## config.mk

```make
export PLATFORM = sky130hd
export DESIGN_NAME = knn_result_reader
export DESIGN_NICKNAME = d
export VERILOG_FILES = /design/src/rtl/knn_result_reader.sv
export SDC_FILE = /design/constraint.sdc
export NUM_CORES = 1
export LEC_CHECK = 0
export BUFFER_PORTS_ARGS = -buffer_cell sky130_fd_sc_hd__buf_2
export CORE_AREA = 2 2 121 240
export CTS_CLUSTER_SIZE = 12
export DETAILED_ROUTE_END_ITERATION = 7
export DIE_AREA = 0 0 123 242
export MAX_ROUTING_LAYER = met4
export PLACE_DENSITY_LB_ADDON = 0.05
export SLEW_MARGIN = 15
export SYNTH_ARGS = -nofsm -noshare
export SYNTH_HDL_FRONTEND = slang
export SYNTH_SLANG_ARGS = --single-unit
```

## constraint.sdc

```tcl
create_clock -name clk -period 11.75 [get_ports clk]
set_input_delay 2.35 -clock clk [delete_from_list [all_inputs] [get_ports clk]]
set_output_delay 2.35 -clock clk [all_outputs]
set_load 0.01 [all_outputs]
```

## src/rtl/knn_result_reader.sv

```systemverilog
// knn_result_reader: after the K-nearest list for a test point is final, scans the
// K slots, snapshots their labels and distances, majority-votes the class label and
// presents everything to the CPU as a small register map on the iob native bus.
// Optional feature: define KNN_RDOUT_IRQ_EN to add a level interrupt output `irq`
// (result_valid | overrun). Without it, software polls the status word at address 0.

module knn_result_reader #(
  parameter int K       = 4,
  parameter int LABEL_W = 4,
  parameter int DIST_W  = 32,
  parameter int ADDR_W  = 5,
  localparam int IDX_W  = (K > 1) ? $clog2(K) : 1
) (
  input  logic               clk,
  input  logic               rst,
  input  logic               nb_done,
  output logic [IDX_W-1:0]   nb_rd_idx,
  input  logic               nb_valid,
  input  logic [LABEL_W-1:0] nb_label,
  input  logic [DIST_W-1:0]  nb_dist,
  input  logic               valid,
  input  logic [ADDR_W-1:0]  address,
  input  logic [3:0]         wstrb,
  output logic [31:0]        rdata,
  output logic               ready,
  output logic               busy
`ifdef KNN_RDOUT_IRQ_EN
  ,
  output logic               irq
`endif
);

  localparam int BIN_W = $clog2(K + 1);
  localparam int NBINS = 2 ** LABEL_W;
  localparam logic [IDX_W-1:0]   SCAN_LAST = IDX_W'(K - 1);
  localparam logic [LABEL_W-1:0] VOTE_LAST = {LABEL_W{1'b1}};

  typedef enum logic [1:0] {IDLE = 2'd0, SCAN = 2'd1, VOTE = 2'd2, DONE = 2'd3} state_t;

  state_t             state, state_next;
  logic [BIN_W-1:0]   hist [NBINS];
  logic [LABEL_W-1:0] vote_idx;
  logic [BIN_W-1:0]   best_cnt;
  logic [LABEL_W-1:0] best_lbl;
  logic [LABEL_W-1:0] win_label;
  logic [BIN_W-1:0]   win_votes;
  logic [LABEL_W-1:0] snap_label [K];
  logic [DIST_W-1:0]  snap_dist  [K];
  logic               result_valid, pending, overrun;
  logic               rv_next, pending_next, ovr_next;
  logic               start, accept, clear_wr;
  logic [31:0]        rd_word;

  assign start    = (state == IDLE) && (nb_done || pending);
  assign accept   = valid && !ready;
  assign clear_wr = accept && (wstrb != 4'd0) && (address == ADDR_W'(0));

  // State register.
  always_ff @(posedge clk or posedge rst) begin
    if (rst) state <= IDLE;
    else     state <= state_next;
  end

  // Next-state logic: IDLE -> SCAN (K cycles) -> VOTE (one cycle per bin) -> DONE -> IDLE.
  always_comb begin
    state_next = state;
    case (state)
      IDLE:    if (start) state_next = SCAN; else state_next = IDLE;
      SCAN:    if (nb_rd_idx == SCAN_LAST) state_next = VOTE; else state_next = SCAN;
      VOTE:    if (vote_idx == VOTE_LAST) state_next = DONE; else state_next = VOTE;
      DONE:    state_next = IDLE;
      default: state_next = IDLE;
    endcase
  end

  // Status flag updates: DONE beats a simultaneous clear; a third request while busy is dropped and flagged.
  always_comb begin
    rv_next      = result_valid;
    pending_next = pending;
    ovr_next     = overrun;
    if (state == DONE)  rv_next = 1'b1;
    else if (start)     rv_next = 1'b0;
    else if (clear_wr)  rv_next = 1'b0;
    else                rv_next = result_valid;
    if (state == IDLE) begin
      // A new request landing while a queued one is being started stays queued.
      if (nb_done && pending) pending_next = 1'b1;
      else                    pending_next = 1'b0;
    end else begin
      if (nb_done) pending_next = 1'b1;
      else         pending_next = pending;
    end
    if (nb_done && pending && (state != IDLE)) ovr_next = 1'b1;
    else if (clear_wr)                         ovr_next = 1'b0;
    else                                       ovr_next = overrun;
  end

  // Scan, histogram and vote datapath.
  always_ff @(posedge clk or posedge rst) begin
    if (rst) begin
      nb_rd_idx <= '0;
      vote_idx  <= '0;
      best_cnt  <= '0;
      best_lbl  <= '0;
      win_label <= '0;
      win_votes <= '0;
      for (int b = 0; b < NBINS; b++) hist[b] <= '0;
      for (int i = 0; i < K; i++) begin
        snap_label[i] <= '0;
        snap_dist[i]  <= '0;
      end
    end else begin
      case (state)
        IDLE: begin
          if (start) begin
            nb_rd_idx <= '0;
            vote_idx  <= '0;
            best_cnt  <= '0;
            best_lbl  <= '0;
            for (int b = 0; b < NBINS; b++) hist[b] <= '0;
          end
        end
        SCAN: begin
          if (nb_valid) begin
            snap_label[nb_rd_idx] <= nb_label;
            snap_dist[nb_rd_idx]  <= nb_dist;
            hist[nb_label]        <= hist[nb_label] + BIN_W'(1);
          end else begin
            snap_label[nb_rd_idx] <= '0;
            snap_dist[nb_rd_idx]  <= {DIST_W{1'b1}};
          end
          nb_rd_idx <= (nb_rd_idx == SCAN_LAST) ? IDX_W'(0) : nb_rd_idx + IDX_W'(1);
        end
        VOTE: begin
          // Strictly greater keeps the earlier (lower) label on ties.
          if (hist[vote_idx] > best_cnt) begin
            best_cnt <= hist[vote_idx];
            best_lbl <= vote_idx;
          end
          vote_idx <= vote_idx + LABEL_W'(1);
        end
        DONE: begin
          win_label <= best_lbl;
          win_votes <= best_cnt;
        end
        default: ;
      endcase
    end
  end

  // CPU register map read mux (zero-extended words).
  always_comb begin
    rd_word = 32'd0;
    if (address == ADDR_W'(0))      rd_word = {29'd0, overrun, busy, result_valid};
    else if (address == ADDR_W'(1)) rd_word = 32'(win_label);
    else if (address == ADDR_W'(2)) rd_word = 32'(win_votes);
    else                            rd_word = 32'd0;
    for (int i = 0; i < K; i++) begin
      if (address == ADDR_W'(8 + i))  rd_word = 32'(snap_label[i]);
      if (address == ADDR_W'(16 + i)) rd_word = 32'(snap_dist[i]);
    end
  end

  // Flags, busy and bus response; non-status reads wait until the scan/vote finishes.
  always_ff @(posedge clk or posedge rst) begin
    if (rst) begin
      result_valid <= 1'b0;
      pending      <= 1'b0;
      overrun      <= 1'b0;
      busy         <= 1'b0;
      ready        <= 1'b0;
      rdata        <= 32'd0;
    end else begin
      result_valid <= rv_next;
      pending      <= pending_next;
      overrun      <= ovr_next;
      busy         <= (state_next != IDLE);
      ready        <= 1'b0;
      rdata        <= 32'd0;
      if (accept) begin
        if (wstrb != 4'd0) begin
          ready <= 1'b1;
        end else if ((address == ADDR_W'(0)) || !busy) begin
          ready <= 1'b1;
          rdata <= rd_word;
        end
      end
    end
  end

`ifdef KNN_RDOUT_IRQ_EN
  // Level interrupt that follows the result/overrun flags until software clears them.
  always_ff @(posedge clk or posedge rst) begin
    if (rst) irq <= 1'b0;
    else     irq <= rv_next | ovr_next;
  end
`endif

endmodule
```

Word-level counts from Yosys, hierarchy flattened:

Index checks and enable logic that the tools add are counted.
Widths: inputs -> output; s select.

* flip-flop bits (word level): 251
* word-level logic and storage cells: 154
* input bits: 50
* output and inout port bits: 36

* bitwise gates (word level): 6
* eq/ne operators: 18
* add/sub/neg operators: 3
* reductions and logical operators: 26
* multiplexer cells: 58
* $lt $le $gt $ge: 6

Operator list (number)
* $mux 32: 12
* $bwmux 128: 1
* $mux 128: 1
* $or 128x128->128: 1
* $mux 48: 2
* $pmux 48 s2: 1
* $demux 32 s2: 1
* $bwmux 48: 1
* $bmux 3 s4: 2
* $mux 3: 8
* $eq 5x4->1 const B: 4
* $eq 5x5->1 const B: 4
* $mux 4: 5
* $and 16x16->16: 1
* $bwmux 16: 1
* $mux 16: 1
* $not 16->16: 1
* $pmux 4 s2: 2
* $demux 3 s4: 1
* $mux 1: 12
* $reduce_bool 2->1: 6
* $ge 5x5->1 const B: 2
* $not 4->5: 2
* $demux 4 s2: 1
* other kinds (27): 44

Longest topological paths before layout:

Gate-level depths: netlist of run 1.

* depth after elaboration: 15
* mapped depth: 13
* mapped depth without buffers: 10

Least setup slack after synthesis of run 1:

OpenSTA, ideal clock, no wires.

* path kind: in2reg
* start: in nb_label[0]
* end: reg hist[37] in the netlist's numbering
* setup slack: 7157 ps
* path buffers: 2
* stages on the path: 7
* arrival: 4510 ps
* setup time: 82 ps
* data required time: 11668 ps
* cells stage by stage: buf_6 buf_12 mux4_1 mux4_2 ha_1 or3b_2 o22ai_1

* cells in the longest elaborated chain, start to end: 8
* elaborated cells on any way between the ends: 13
* those cells by class: 1 x add/sub; 2 x order compare; 8 x mux; 1 x bitwise; 1 x reduce/logical

RTL lines
* start: declaration: RTL line 19 `input logic [LABEL_W-1:0] nb_label,`
* $not 4->5 (implied by the code) *: RTL line 127 `hist[nb_label] <= hist[nb_label] + BIN_W'(1);`
* $bmux 3 s4 (tied with other cells): RTL line 127
* $mux 3 (implied by the code) / $logic_and 1x1->1 (equally long branches): RTL line 127
* $mux 3 (implied by the code): RTL line 127
* $add 3x1->3 / $demux 3 s4 (equally long branches): RTL line 127
* $bwmux 48 *: RTL line 127
* $mux 48 *: RTL line 124 `if (nb_valid) begin`
* $pmux 48 s2 *: RTL line 113 `case (state)`
* end signal: indexed assignment: RTL line 127
* end: declaration: RTL line 41 `logic [BIN_W-1:0] hist [NBINS];`

Mark *: on every way between the ends. The rest lies on a longest branch, timed or not. The select of a mux whose other input is x is not followed.
A chain may end at the register's enable or synchronous reset.

Worst setup path after layout of run 1:

Same ends and word-level chain as after synthesis.

==> results.md, run 1 <==
* Die Wd at roughly 120 um
* Vias in the first global route at 8842
* Worst Hold Path EP: snap_dist[68]
* GPL Wtd Cong at 0.8670
* Core area at approximately 28000 um^2
* Total leakage power at around 0.0057 uW
* Final hold vios at 0
* Top_reg_cell synth: dfrtp_1
* Period utilisation layout at between 30% and 40%
* Synth Warn # at 0
* Finished Cell Area at about 13000 um^2
* Area leader, netlist: dfrtp_1
* HP Class: reg -> reg
* DR iter-0 viols at 379
* Top cells by area, synth: dfrtp_1 54%, o21ai_0 7.4%, nand2_1 6.9%
* Clock latency on the worst-skew pair at approximately 0.52 ns
* RR Startpoint: vote_idx[0]
* Cells after Synth at 1148
* Filler cell count at around 2700
* Post-synth EDFFs at 0
* Asr flop ratio synth at 100.0%
* DRC Markers at 0
* Final setup TNS at 0 ns
* Post-Route WL at 31.83 mm
* Area Overhead vs Synth at 11.04%
* Initial Util at roughly 41%
* Seq cells post-synth at 251
* # rows at 87
* Hold buffers post-CTS at 0
* Nets at approximately 1200
* Final Max Tran Viols at 0
* Worst path slowest cell: mux4_2
* Fmax at 0.2177 GHz
* FF-to-FF setup slack at about 8.4 ns
* # setup viols final at 0
* Post-layout util at between 40% and 50%
* Post-placement worst setup slack at 6.629 ns
* Worst setup SP type: primary input
* Outcome: completed
* Dpl hpwl at roughly 20 mm
* Synth Net Count at about 1200
* Pwr Density at around 230 nW/um^2
* Slew @ Worst Pin at 0.9825 ns
* Worst Skew at approximately 0.0074 ns
* Post-CTS setup buffer count at 0
* H-Tree Depth at 1
* Hold Path Origin: snap_dist[68]
* FF/Latch Area at 6281 um^2
* First-pass GRT wire length at 50.31 mm
* Clk buf depth at 3
* Post-CTS Resized at 0
* # clock sinks at between 200 and 300
* Mapped Area at around 12000 um^2
* CP Max Fanout at 23
* Power Total at approximately 2900 uW
* Total CTS buffers at 25
* Largest stage delay, worst path at 0.63 ns
* GR Util All Layers at a little under a quarter
* Detail-routed via count per cell at ~5.5
* WP data arrival at around 5 ns
* Gr ovfl total at 0
* Tmin final at between 4 and 5 ns
* Placed cell area at roughly 12000 um^2
* Setup repair after global routing missed its margin: false
* Synthesized area per cell at between 10 and 15 um^2
* CTS Root Cell: clkbuf_16
* Max_cap viols at 0
* Share of cells above drive strength 1 at between 10% and 20%
* VDD IR max at slightly above 0.2 mV
* Reg-to-Reg End: best_cnt[1]
* Reg2reg path depth at 10
* Multi-input gate area at around 4700 um^2
* Die Footprint at roughly 30000 um^2
* Synth cell types at 55
* IO Pins at 86
* Seq/Total Area, Yosys at a little over half
* Worst slew margin at between 30% and 40%
* Antenna viol nets, final at 0
* Pin count of the biggest net entering global routing at 114
* Critical Path End Type: flip-flop
* Area share of the largest cell type after synthesis at a little over half
* CP cell instances: buf_2 -> mux4_2 -> mux4_2 -> ha_1 -> or3b_2 -> o22ai_1
* Kind of critical path: in -> reg
* # port buffers at 85
* Via count of the routed design at 8470
* Pre-antenna DRT Iters at 4
* Final worst slack at approximately 7.2 ns
* Hold path depth at 2
* Initial antenna violation count at 1
* Most used cell, CP: mux4_2
* Mean routed wirelength per cell at approximately 21 um
* Worst path required time at between 10 and 15 ns
* Crit. Startpoint: nb_label[0]
* CTS tree: done
* Die Ht at ~240 um
* CTS clk-pin slew, worst paths at ~0.06 ns
power by group:
part | switching, uW | internal, uW | leakage (uW) | total, uW
combinational | 538 | 302 | 0.00222 | 840
clock | 315 | 413 | 0.000343 | 728
sequential | 172 | 1170 | 0.00318 | 1340
cell type report:
type	instances	share of cell area, %
clock buffers	29	5.131
diodes	1	0.01944
repair buffers	98	4.091
clock inverters	2	0.2721
inverters	54	1.633
multi-input cells	760	36.61
flip-flops and latches	251	48.79
well taps	356	3.460
registers in the layout, summed over array words and instances (netlist names):
register / flops
best_cnt: 3
rdata: 32
overrun: 1
win_label: 4
result_valid: 1
hist: 48
state: 2
pending: 1
ready: 1
win_votes: 3
nb_rd_idx: 2
snap_dist: 128
snap_label: 16
busy: 1
vote_idx: 4
best_lbl: 4
Yosys cell counts (all sizes together), types with 3 or more instances:
| master | number |
|---|---|
| dfrtp | 251 |
| nand2 | 213 |
| o21ai | 171 |
| a21oi | 54 |
| inv | 54 |
| clkbuf | 50 |
| o22ai | 50 |
| nor2b | 45 |
| buf | 33 |
| mux2 | 33 |
| a22oi | 30 |
| mux4 | 26 |
| nor2 | 26 |
| nand3 | 16 |
| nand2b | 12 |
| ha | 9 |
| mux2i | 9 |
| nor3 | 6 |
| a211oi | 5 |
| nand3b | 5 |
| nand4 | 4 |
| o31ai | 4 |
| xor2 | 4 |
| a21o | 3 |
| a311oi | 3 |
| o21a | 3 |
| or3 | 3 |
logic make-up after synthesis:
family / synth area share, %
AO/OA/AOI/OAI: 16.75
multiplexers: 9.226
flip-flops: 54.17
AND/OR/NAND/NOR: 13.29
XOR/XNOR: 0.3021
adder cells (fa/ha/maj): 0.9712
buffers and inverters: 5.288
layout by cell type (no fill, tap or decap), types with 30 or more instances in the layout:
cell type	netlist	routed
a21oi_1	54	54
a22oi_1	30	30
buf_2	23	85
dfrtp_1	251	251
inv_1	54	53
mux2_2	33	33
nand2_1	213	209
nor2b_1	45	45
o21ai_0	171	171
o22ai_1	50	50
worst max-delay path by stage:
stage / endpoint / cells after the start
6_report: hist[37] / 6
5_1_grt: hist[37] / 6
4_1_cts: hist[37] / 6
3_5_place_dp: hist[37] / 6
3_3_place_gp: hist[37] / 6
2_1_floorplan: best_cnt[0] / 1
metrics by stage:
stage | cells | hold WS [ns]
2_1_floorplan | 1148 | 0.4435
3_3_place_gp | 1519 | 0.4548
3_5_place_dp | 1519 | 0.4648
4_1_cts | 1550 | 0.4786
5_1_grt | 1551 | 0.4930
6_report | 1551 | 0.4734
routing by layer:
metal	global-route usage (%)	wire length (um)
met1	25.33	12100
met2	40.54	17660
met3	2.542	1040
met4	8.021	1033
met5	-	0
critical path, delay by kind of cell:
| family | cells | cell delay [ns] |
|---|---|---|
| muxes | 2 | 1.13 |
| and+or+nand+nor | 1 | 0.50 |
| buffers and inverters | 1 | 0.47 |
| AOI/OAI and AO/OA | 1 | 0.18 |
| adders and majority gates | 1 | 0.36 |
No activity file was read; power rests on OpenSTA's default activity.
==> run 2: changes to the inputs <==
- ABC_AREA: default -> 1
- CORE_AREA: 2 2 121 240 -> 2 2 122 243
- DIE_AREA: 0 0 123 242 -> 0 0 124 245
- clock period: 11.75 -> 4.7 ns (I/O delays scaled with it)
==> results.md, run 2 <==
* Critical Path End Type: flip-flop
* IO Pins at 86 (unchanged)
* Final hold vios at 0 (unchanged)
* Final setup TNS at 0 ns (unchanged)
* Worst path slowest cell: inv_1
* Synth Warn # at 0 (unchanged)
* Reg-to-Reg End: best_lbl[1]
* Asr flop ratio synth at 100.0% (unchanged)
* CP cell instances: buf_4 -> inv_1 -> a21oi_1 -> o21ai_0 -> nand3_1 -> o211ai_1 -> o21ai_0 -> ha_1 -> nand2_1 -> o21ai_0 -> nand3_1 -> inv_1 -> nor2_1 -> inv_1 -> o22ai_1
* GR Util All Layers at 23.47% (+0.91 points)
* # setup viols final at 0 (unchanged)
* Mean routed wirelength per cell at 17.96 um (-12%)
* Post-CTS setup buffer count at 0 (unchanged)
* Max Used Layer: met4
* Worst Skew at 0.01763 ns (+0.01019 ns)
* Post-synth EDFFs at 0 (unchanged)
* FF-to-FF setup slack at 1.40 ns (-6.97 ns)
* Area leader, netlist: dfrtp_1
* Cell with the most instances after synthesis: nand2_1
* Tmin final at 3.301 ns
* DRC Markers at 0 (unchanged)
* Area share of the largest cell type after synthesis at 53.21% (-0.96 points)
* Total leakage power at 0.006840 uW (+19%)
* Vias in the first global route at 9792 (+11%)
* Worst path required time at 5.09 ns (-7.08 ns)
* Nets at 1573 (+26%)
* Finished Layout Cells at 1886 (+22%)
* # rows at 88 (+1.1%)
* Antenna Cells at 0 (-1)
* Seq/Total Area, Yosys at 53.21% (-0.96 points)
* Period utilisation layout at a little over two thirds
* Post-Route WL at 33.87 mm (+6.4%)
* Total CTS buffers at 26 (+4.0%)
* Mapped Area at 11800 um^2 (+1.8%)
* Synth cell types at 43 (-22%)
* Clock latency on the worst-skew pair at 0.55 ns (+0.03 ns)
* H-Tree Depth at 1 (unchanged)
* Die Wd at 124 um (+0.81%)
* Max_cap viols at 0 (unchanged)
* VDD IR max at 0.3361 mV (+66%)
* RR Startpoint: vote_idx[0]
* Post-layout util at 46.39% (+0.54 points)
* Cells after Synth at 1452 (+26%)
* Detail-routed via count per cell at 5.312 (-2.7%)
* Clk buf depth at 3 (unchanged)
* Die Ht at 245 um (+1.2%)
* Die Footprint at 30380 um^2 (+2.1%)
* Most frequent cells in the layout: 498 x nand2_1, 251 x dfrtp_1, 165 x inv_1
* Seq cells post-synth at 251 (unchanged)
* CTS clk-pin slew, worst paths at 0.07 ns (about the same)
* Pwr Density at 575.4 nW/um^2 (+150%)
* Top cells by area, synth: dfrtp_1 53%, nand2_1 16%, o21ai_0 6.7%
* Worst setup SP type: flip-flop
* # port buffers at 85 (unchanged)
* Outcome: completed
* Synth Net Count at 1511 (+25%)
* Setup repair after global routing missed its margin: false
* Max reg flops at 128 (unchanged)
* Commonest non-fill, non-tap cell in the layout: nand2_1
* Antenna viol nets, final at 0 (unchanged)
* WL met1 at 15.73 mm (+30%)
* Core area at 28630 um^2 (+1.9%)
* Met2 wire len at 15.72 mm (-11%)
* Gr ovfl total at 0 (unchanged)
* Reg2reg path depth at 15 (+5)
* First-pass GRT wire length at 54.09 mm (+7.5%)
* Kind of critical path: reg -> reg
* Share of cells above drive strength 1 at 12.19% (-4.0 points)
* Power Total at 7641 uW (+160%)
* CTS Root Cell: clkbuf_16
* Placed Instances at 1846 (+22%)
* Via count of the routed design at 10020 (+18%)
* Biggest register: snap_dist
* Hold buffers post-CTS at 0 (unchanged)
* HP Class: in -> async
* Worst slew margin at 32.62% (-1.5 points)
* Initial antenna violation count at 0 (-1)
* Slew @ Worst Pin at 1.011 ns (+0.02820 ns)
* CTS tree: done
* Top_reg_cell synth: dfrtp_1
* Min Hold Slack at 0.2847 ns (-0.1887 ns)
* Largest regs: snap_dist: 128 flops, hist: 48 flops, rdata: 32 flops
* Pre-antenna DRT Iters at 8 (+4)
* Routed met3 length at 1.853 mm (+78%)
* Fmax at ~0.30 GHz
* GPL Wtd Cong at 0.8699 (+0.33%)
* Post-synth top cells: 500 x nand2_1, 251 x dfrtp_1, 167 x inv_1
* Dpl hpwl at 20.79 mm (+2.1%)
* # clock sinks at 251 (unchanged)
* Largest stage delay, worst path at 0.60 ns (-0.03 ns)
* CP Max Fanout at 29 (+26%)
* Area Overhead vs Synth at 12.50%
* Initial Util at 41.23% (-0.053 points)
* Post-CTS Resized at 0 (unchanged)
* WP data arrival at 3.69 ns (-1.32 ns)
* Final Max Tran Viols at 0 (unchanged)
* Pin count of the biggest net entering global routing at 172 (+51%)
* DR iter-0 viols at 801 (+110%)
* Synthesized area per cell at 8.129 um^2 (-20%)
==> run 2: how the worst max path moves through the flow <==
stage               slack [ns]  cells after the start        start           to
floorplan                 0.46                      1          rst  best_cnt[0]
global placement          1.32                     12  nb_label[1]     hist[28]
global route              1.02                     15  vote_idx[0]  best_lbl[3]
finish                    1.40                     15  vote_idx[0]  best_lbl[1]
detailed placement        1.23                     12  nb_label[1]     hist[19]
CTS                       1.49                     15  vote_idx[0]  best_lbl[1]
==> run 2: cells by family (layout without fill, tap and decap cells) <==
| kind of cell | count (synthesis) | in the layout | synth area share (%) |
|---|---|---|---|
| xor+xnor | 1 | 1 | 0.07421 |
| fa+ha+maj | 9 | 9 | 0.9540 |
| flops | 251 | 251 | 53.21 |
| simple gates | 653 | 653 | 22.57 |
| buf+inv | 243 | 317 | 8.363 |
| compound gates | 294 | 294 | 14.73 |
| mux | 1 | 1 | 0.09539 |
==> run 2: area by class of cell <==
| cell class | instances | area, um^2 |
|---|---|---|
| fillers | 2916 | 15350 |
| clock buffers | 36 | 718.2 |
| clock inverters | 4 | 58.81 |
| inverters | 178 | 684.4 |
| repair buffers | 99 | 543.0 |
| multi-input cells | 958 | 4543 |
| flip-flops and latches | 251 | 6281 |
| well taps | 360 | 450.4 |
==> run 2: worst max-delay path, delay by kind of cell (launching register included) <==
| family | cells | cell delay [ns] |
|---|---|---|
| buffers and inverters | 4 | 1.15 |
| AND/OR/NAND/NOR | 4 | 0.48 |
| adder cells (fa/ha/maj) | 1 | 0.33 |
| AO/OA/AOI/OAI | 6 | 0.82 |
| flip-flops | 1 | 0.37 |
==> run 2: routing by layer <==
metal  GRT usage (%)  vias to the layer above
met1           34.15                     4892
met5               -                        -
met4           5.585                        0
met2           35.46                      322
met3           2.416                       36
li1                -                     4768
==> run 2: power by group <==
part | switching [uW] | leakage (uW) | internal (uW)
Sequential | 403 | 0.00318 | 2950
Combinational | 1620 | 0.00328 | 701
Clock | 855 | 0.000375 | 1110
Total | 2880 | 0.00684 | 4760
==> run 2: stage by stage <==
stage / setup WS (ns) / cell area [um^2]
final: 1.399 / 13280
after global routing: 1.018 / 13280
after CTS: 1.488 / 13280
after detailed placement: 1.235 / 12500
after global placement: 1.318 / 12500
after floorplan: 0.4583 / 11810
